--- config.mk ---
export PLATFORM = sky130hd
export DESIGN_NAME = bounce_sprite_engine
export DESIGN_NICKNAME = d
export VERILOG_FILES = /design/src/rtl/bounce_sprite_engine.sv
export SDC_FILE = /design/constraint.sdc
export NUM_CORES = 1
export LEC_CHECK = 0
export BUFFER_PORTS_ARGS = -buffer_cell sky130_fd_sc_hd__clkbuf_2
export CELL_PAD_IN_SITES_DETAIL_PLACEMENT = 1
export CELL_PAD_IN_SITES_GLOBAL_PLACEMENT = 2
export CORE_MARGIN = 3
export CORE_UTILIZATION = 37
export DETAILED_ROUTE_END_ITERATION = 6
export HOLD_SLACK_MARGIN = 0.12
export PLACE_DENSITY_LB_ADDON = 0.1
export SLEW_MARGIN = 20
export SYNTH_ARGS = -nofsm -noshare
export SYNTH_HDL_FRONTEND = slang
export SYNTH_SLANG_ARGS = --single-unit
--- constraint.sdc ---
create_clock -name clk -period 6.48 [get_ports clk]
set_clock_uncertainty 0.1 [all_clocks]
set_input_delay 0.648 -clock clk [delete_from_list [all_inputs] [get_ports clk]]
set_output_delay 0.648 -clock clk [all_outputs]
set_load 0.02 [all_outputs]
--- src/rtl/bounce_sprite_engine.sv ---
// ---------------------------------------------------------------------------
// bounce_sprite_engine
// Draws N_SPRITES solid squares that bounce inside the visible area.
// Once per frame, a short sweep moves each sprite in turn, one sprite per
// clock. A registered pixel path colours the beam position from the current
// sprite positions.
//
// Ports
//   clk          : single clock, rising edge
//   rst_n        : synchronous active-low reset
//   frame_start  : one-cycle pulse at the start of vertical blanking
//   pause        : inhibits the position update sweep
//   pix_x, pix_y : current beam position (10 bits each)
//   video_active : beam is inside the visible area
//   rgb          : {R[1:0],G[1:0],B[1:0]}, one cycle after pix_x/pix_y
//   busy         : an update sweep is in progress
//   bounce_count : running count of wall hits, wraps modulo 256
//   collision    : an overlap pixel was drawn during the previous frame
// ---------------------------------------------------------------------------
module bounce_sprite_engine #(
   parameter int N_SPRITES = 4,
   parameter int SIZE      = 32,
   parameter int X_STEP    = 48,
   parameter int H_RES     = 640,
   parameter int V_RES     = 480
) (
   input  logic       clk,
   input  logic       rst_n,
   input  logic       frame_start,
   input  logic       pause,
   input  logic [9:0] pix_x,
   input  logic [9:0] pix_y,
   input  logic       video_active,
   output logic [5:0] rgb,
   output logic       busy,
   output logic [7:0] bounce_count,
   output logic       collision
);

   localparam int KW = (N_SPRITES > 1) ? $clog2(N_SPRITES) : 1;
   // Positions are widened to 12 signed bits so that pos +/- speed never wraps.
   localparam logic signed [11:0] X_LIM  = 12'(H_RES - SIZE);
   localparam logic signed [11:0] Y_LIM  = 12'(V_RES - SIZE);
   localparam logic signed [11:0] SIZE_S = 12'(SIZE);

   typedef enum logic {S_IDLE, S_UPDATE} state_t;

   state_t              r_state, w_state_nxt;
   logic [KW-1:0]       r_k, w_k_nxt;
   logic signed [10:0]  r_x [N_SPRITES];
   logic signed [9:0]   r_y [N_SPRITES];
   logic [N_SPRITES-1:0] r_dx, r_dy;
   logic [7:0]          r_bounce;
   logic [5:0]          r_rgb;
   logic                r_overlap;
   logic                r_collision;

   logic signed [11:0]  w_xe [N_SPRITES];
   logic signed [11:0]  w_ye [N_SPRITES];
   logic signed [11:0]  w_px, w_py;
   logic signed [11:0]  w_sx, w_sy, w_tx, w_ty;
   logic signed [10:0]  w_nx;
   logic signed [9:0]   w_ny;
   logic                w_ndx, w_ndy, w_bx, w_by;
   logic [N_SPRITES-1:0] w_hit;
   logic [3:0]          w_cnt;
   logic [2:0]          w_idx;

   function automatic logic [5:0] palette(input logic [2:0] idx);
      case (idx)
         3'd0:    return 6'b110000;
         3'd1:    return 6'b001100;
         3'd2:    return 6'b000011;
         3'd3:    return 6'b111100;
         3'd4:    return 6'b110011;
         3'd5:    return 6'b001111;
         3'd6:    return 6'b010101;
         default: return 6'b101010;
      endcase
   endfunction

   // -------------------------------------------------------------- FSM
   always_comb begin
      // NOTE: every output of this block gets a default first, so no path
      // leaves a variable unassigned and no latch is inferred.
      w_state_nxt = r_state;
      w_k_nxt     = r_k;
      case (r_state)
         S_IDLE: begin
            if (frame_start && !pause) begin
               w_state_nxt = S_UPDATE;
               w_k_nxt     = '0;
            end
         end
         S_UPDATE: begin
            if (r_k == KW'(N_SPRITES - 1)) begin
               w_state_nxt = S_IDLE;
               w_k_nxt     = '0;
            end else begin
               w_k_nxt = r_k + 1'b1;
            end
         end
         default: w_state_nxt = S_IDLE;
      endcase
   end

   assign busy = (r_state == S_UPDATE);

   // ------------------------------------------------ sign-extended positions
   for (genvar g = 0; g < N_SPRITES; g++) begin : g_ext
      assign w_xe[g] = {r_x[g][10], r_x[g]};
      assign w_ye[g] = {{2{r_y[g][9]}}, r_y[g]};
   end

   // ------------------------------------------- motion of sprite r_k
   assign w_sx = 12'(r_k) + 12'sd2;
   assign w_sy = 12'(r_k) + 12'sd1;
   assign w_tx = r_dx[r_k] ? (w_xe[r_k] + w_sx) : (w_xe[r_k] - w_sx);
   assign w_ty = r_dy[r_k] ? (w_ye[r_k] + w_sy) : (w_ye[r_k] - w_sy);

   always_comb begin
      w_nx  = w_tx[10:0];
      w_ndx = r_dx[r_k];
      w_bx  = 1'b0;
      if (r_dx[r_k] && (w_tx >= X_LIM)) begin
         w_nx  = 11'(X_LIM);
         w_ndx = 1'b0;
         w_bx  = 1'b1;
      end else if (!r_dx[r_k] && (w_tx <= 12'sd0)) begin
         w_nx  = '0;
         w_ndx = 1'b1;
         w_bx  = 1'b1;
      end

      w_ny  = w_ty[9:0];
      w_ndy = r_dy[r_k];
      w_by  = 1'b0;
      if (r_dy[r_k] && (w_ty >= Y_LIM)) begin
         w_ny  = 10'(Y_LIM);
         w_ndy = 1'b0;
         w_by  = 1'b1;
      end else if (!r_dy[r_k] && (w_ty <= 12'sd0)) begin
         w_ny  = '0;
         w_ndy = 1'b1;
         w_by  = 1'b1;
      end
   end

   always_ff @(posedge clk) begin
      // NOTE: state is updated with non-blocking assignments so every
      // register samples values from before this edge.
      if (!rst_n) begin
         r_state  <= S_IDLE;
         r_k      <= '0;
         r_bounce <= '0;
         // NOTE: the position array is a handful of flops, not a RAM, so it
         // is reset explicitly to give a deterministic starting layout.
         for (int i = 0; i < N_SPRITES; i++) begin
            r_x[i]  <= 11'(i * X_STEP);
            r_y[i]  <= 10'(16 * i);
            r_dx[i] <= 1'b1;
            r_dy[i] <= ~i[0];
         end
      end else begin
         r_state <= w_state_nxt;
         r_k     <= w_k_nxt;
         // Positions only move inside the sweep, so they are stable while
         // the beam is drawing.
         if (r_state == S_UPDATE) begin
            r_x[r_k]  <= w_nx;
            r_y[r_k]  <= w_ny;
            r_dx[r_k] <= w_ndx;
            r_dy[r_k] <= w_ndy;
            r_bounce  <= r_bounce + 8'(w_bx) + 8'(w_by);
         end
      end
   end

   // ------------------------------------------------------ pixel path
   assign w_px = {2'b00, pix_x};
   assign w_py = {2'b00, pix_y};

   for (genvar g = 0; g < N_SPRITES; g++) begin : g_hit
      assign w_hit[g] = (w_px >= w_xe[g]) && (w_px < w_xe[g] + SIZE_S) &&
                        (w_py >= w_ye[g]) && (w_py < w_ye[g] + SIZE_S);
   end

   // Only the hit count and the index of a single hit matter for colour.
   always_comb begin
      w_cnt = '0;
      w_idx = '0;
      for (int i = 0; i < N_SPRITES; i++) begin
         if (w_hit[i]) begin
            w_cnt = w_cnt + 4'd1;
            w_idx = 3'(i);
         end
      end
   end

   always_ff @(posedge clk) begin
      if (!rst_n) begin
         r_rgb       <= '0;
         r_overlap   <= 1'b0;
         r_collision <= 1'b0;
      end else begin
         if (!video_active || (w_cnt == 4'd0)) r_rgb <= '0;
         else if (w_cnt == 4'd1)               r_rgb <= palette(w_idx);
         else                                  r_rgb <= 6'b111111;

         // The frame boundary hand-off wins over a same-cycle overlap.
         if (frame_start) begin
            r_collision <= r_overlap;
            r_overlap   <= 1'b0;
         end else if (video_active && (w_cnt > 4'd1)) begin
            r_overlap <= 1'b1;
         end
      end
   end

   assign rgb          = r_rgb;
   assign bounce_count = r_bounce;
   assign collision    = r_collision;

endmodule

==> results.md <==
- Crit path max fanout: 31
- Post-synth EDFFs: 84
- CTS Buffer Depth: 2
- Root buffer cell: clkbuf_16
- CTS Hold Bufs: 0
- Maximum VDD drop: 112 µV
- Synth unique cells: 74
- Initial core utilization: 38.0%
- Relative slew margins: 28.2%
- Drt total wl: 29800 µm
- Overall Power: 2090 µW
- Post-Syn Instances: 1071
- Critical path type: register to register
- Clock-pin slew on the worst setup and hold paths: 70 ps
- Sequential fraction of design power: 39.0%
- CP max stage delay: 410 ps
- Combinational power share: 32.9%
- Internal power: 1370 µW
- Final hold vios: 0
- Final cell count without fillers: 1446
- Slew Limit Fails: 0
- Setup TNS: 0 ps
- Avg WL per Cell: 20.6 µm
- Fin nets: 1294
- Leakage: 0.00463 µW
- Tot GR Track Use: 21.0%
- Net Sw Frac: 34.7%
- Crit. End Element: register
- Pre-antenna DRT Iters: 5
- Hold_ws: 379 ps
- Post-DP HPWL: 23700 µm
- Via count: 8131
- Share of layout cells above drive strength 1: 9.90%
- Core area: 0.0262 mm²
- Dpl cells: 1430
- RSZ-0062 raised after global routing: no
- CTS resizes: 0
- Die span in x: 170 µm
- Clock power share: 28.1%
- CTS Sinks: 108
- Htree depth: 3
- Crit path DAT: 5690 ps
- Top_reg_cell synth: edfxtp_1
- Slowest-stage cell, CP: mux2_2
- Mean Syn Cell Area: 9.29 µm²
- Setup bufs post-CTS: 0
- Required @ worst endpoint: 6630 ps
- Diode count: 0
- Fmax: 180 MHz
- CTS tree: built
- Most common cell after layout, fill and taps aside: ha_1
- I/O pin count: 41
- Yosys reg bits: 108
- Worst Setup Start Kind: register
- Hold crit path type: register to register
- Clock Latency Late Sink: 350 ps
- Min cycle time layout: 5550 ps
- Warnings, synthesis: 0
- Total gr overflow: 0
- Power Dens Cells: 193 mW/mm²
- Vias in the first global route: 8250
- Status: complete, no violations
- Antenna Nets Post-Route: 0
- Initial antenna violation count: 0
- Final setup fails: 0
- Final Wtd Congestion: 0.811
- NetSw: 727 µW
- Fin crit share: 85.6%
- Worst-Margin Slew: 1070 ps
- DR iter-0 viols: 354
- Pin count of the biggest net entering global routing: 32
- DRC Markers: 0
- Sequential fraction of the synthesis area: 30.2%
- # rows: 59
- Syn_nets: 1259
- DIE AREA: 0.0289 mm²
- Port bufs: 40
- Fill cells: 3045
- CTS Buf Count: 9
- Crit path cell chain: buf_4 > mux2_2 > nor2_1 > a21o_1 > nand2_1 > nand2_1 > ha_1 > a21oi_1 > o22ai_1 > a221o_1 > a21o_1 > a211oi_1 > a221oi_2 > a211oi_1 > a221o_1 > inv_1 > fa_1 > inv_1 > and4_1 > nand3_1 > xnor2_1 > and2_1
- Synthesized cell area: 0.00995 mm²
- Critical path's top delay family: compound AO/OA/AOI/OAI gates
- First-pass GRT wire length: 47200 µm
- Die height: 170 µm
- Via-per-instance ratio: 5.62
- Most frequent cells in the layout: 160 x ha_1, 121 x inv_1, 84 x edfxtp_1, 77 x nor2_1, 61 x nand2_1
- Asr flop ratio synth: 0%
- Crit path buf inv count: 3
- Max-cap violations: 0
- P&R area growth vs syn: 8.83%
[flip-flops by register name, indices dropped and copies added (netlist names)]
name	count
r_x	44
r_y	40
bounce_count	8
r_dx	4
r_dy	4
rgb	3
r_k	2
busy	1
collision	1
r_overlap	1
[cell usage after synthesis (9+ instances only)]
| cell type | number | area, µm² |
|---|---|---|
| o21ai_0 | 45 | 225 |
| o211ai_1 | 12 | 90.1 |
| nand4_1 | 18 | 113 |
| and2_1 | 13 | 81.3 |
| nand3_1 | 43 | 215 |
| mux4_2 | 21 | 473 |
| inv_1 | 121 | 454 |
| and3_1 | 9 | 56.3 |
| dfxtp_1 | 24 | 480 |
| clkbuf_1 | 12 | 45.0 |
| a21boi_0 | 10 | 75.1 |
| edfxtp_1 | 84 | 2520 |
| a21oi_1 | 53 | 265 |
| xnor2_1 | 47 | 412 |
| nor3_1 | 53 | 265 |
| nor2b_1 | 15 | 93.8 |
| nor2_1 | 77 | 289 |
| ha_1 | 160 | 2000 |
| o21a_1 | 14 | 105 |
| a21o_1 | 20 | 150 |
| nand2_1 | 63 | 236 |
| nor4_1 | 12 | 75.1 |
[logic make-up after synthesis]
group	synth area share [%]
AO/OA/AOI/OAI	15.5
buffers and inverters	6.26
multiplexers	5.86
flip-flops	30.2
XOR/XNOR	4.84
adder cells (fa/ha/maj)	20.9
AND/OR/NAND/NOR	16.4
[path summary, 6_finish.rpt]
| path | start | end | slack, ps | cells after the start |
|---|---|---|---|---|
| worst max register to register | r_k[1]$_SDFFE_PN0P_ | bounce_count[7]$_SDFFE_PN0P_ | 930 | 22 |
| worst min register to register | r_dy[2]$_SDFFE_PN1P_ | r_dy[2]$_SDFFE_PN1P_ | 380 | 2 |
| worst max-delay path | r_k[1]$_SDFFE_PN0P_ | bounce_count[7]$_SDFFE_PN0P_ | 930 | 22 |
| worst min-delay path | r_dy[2]$_SDFFE_PN1P_ | r_dy[2]$_SDFFE_PN1P_ | 380 | 2 |
[stage by stage]
step | util, % | cell area [µm²] | setup WS [ps]
floorplan | - | 9950 | 308
global placement | 40.1 | 10500 | 1020
detailed placement | 40.1 | 10500 | 874
CTS | 41.3 | 10800 | 863
global route | 41.3 | 10800 | 435
finish | 41.3 | 10800 | 935
[per-layer routing]
layer	share of wire (%)	global-route usage (%)	vias up
li1	-	-	3998
met1	51	31.2	4004
met2	45	33.9	115
met3	3.0	1.88	14
met4	1.0	3.95	0
met5	0	0	-
[power groups by stage]
stage | Clock, µW | Sequential [µW] | Combinational, µW
floorplan | 0 | 813 | 503
global placement | 0 | 831 | 688
detailed placement | 0 | 832 | 691
CTS | 606 | 816 | 697
global route | 632 | 820 | 784
finish | 588 | 816 | 689
[worst register-to-register path, stage by stage (launching register included)]
cell and delay [ps]:
dfxtp_1 340, buf_4 400, mux2_2 420, nor2_1 210, a21o_1 250, nand2_1 90
nand2_1 80, ha_1 290, a21oi_1 340, o22ai_1 150, a221o_1 390, a21o_1 240
a211oi_1 290, a221oi_2 90, a211oi_1 350, a221o_1 230, inv_1 80, fa_1 380
inv_1 80, and4_1 270, nand3_1 110, xnor2_1 130, and2_1 140
[final cells by class]
cell class | count | area, µm² | area share, %
inverter | 122 | 458 | 4.23
clock buffer | 12 | 268 | 2.47
multi-input combinational | 811 | 6330 | 58.4
timing repair buffer | 54 | 305 | 2.82
tap | 335 | 419 | 3.87
clock inverter | 4 | 45.0 | 0.416
sequential | 108 | 3000 | 27.8
(Power assumes the default switching activity.)
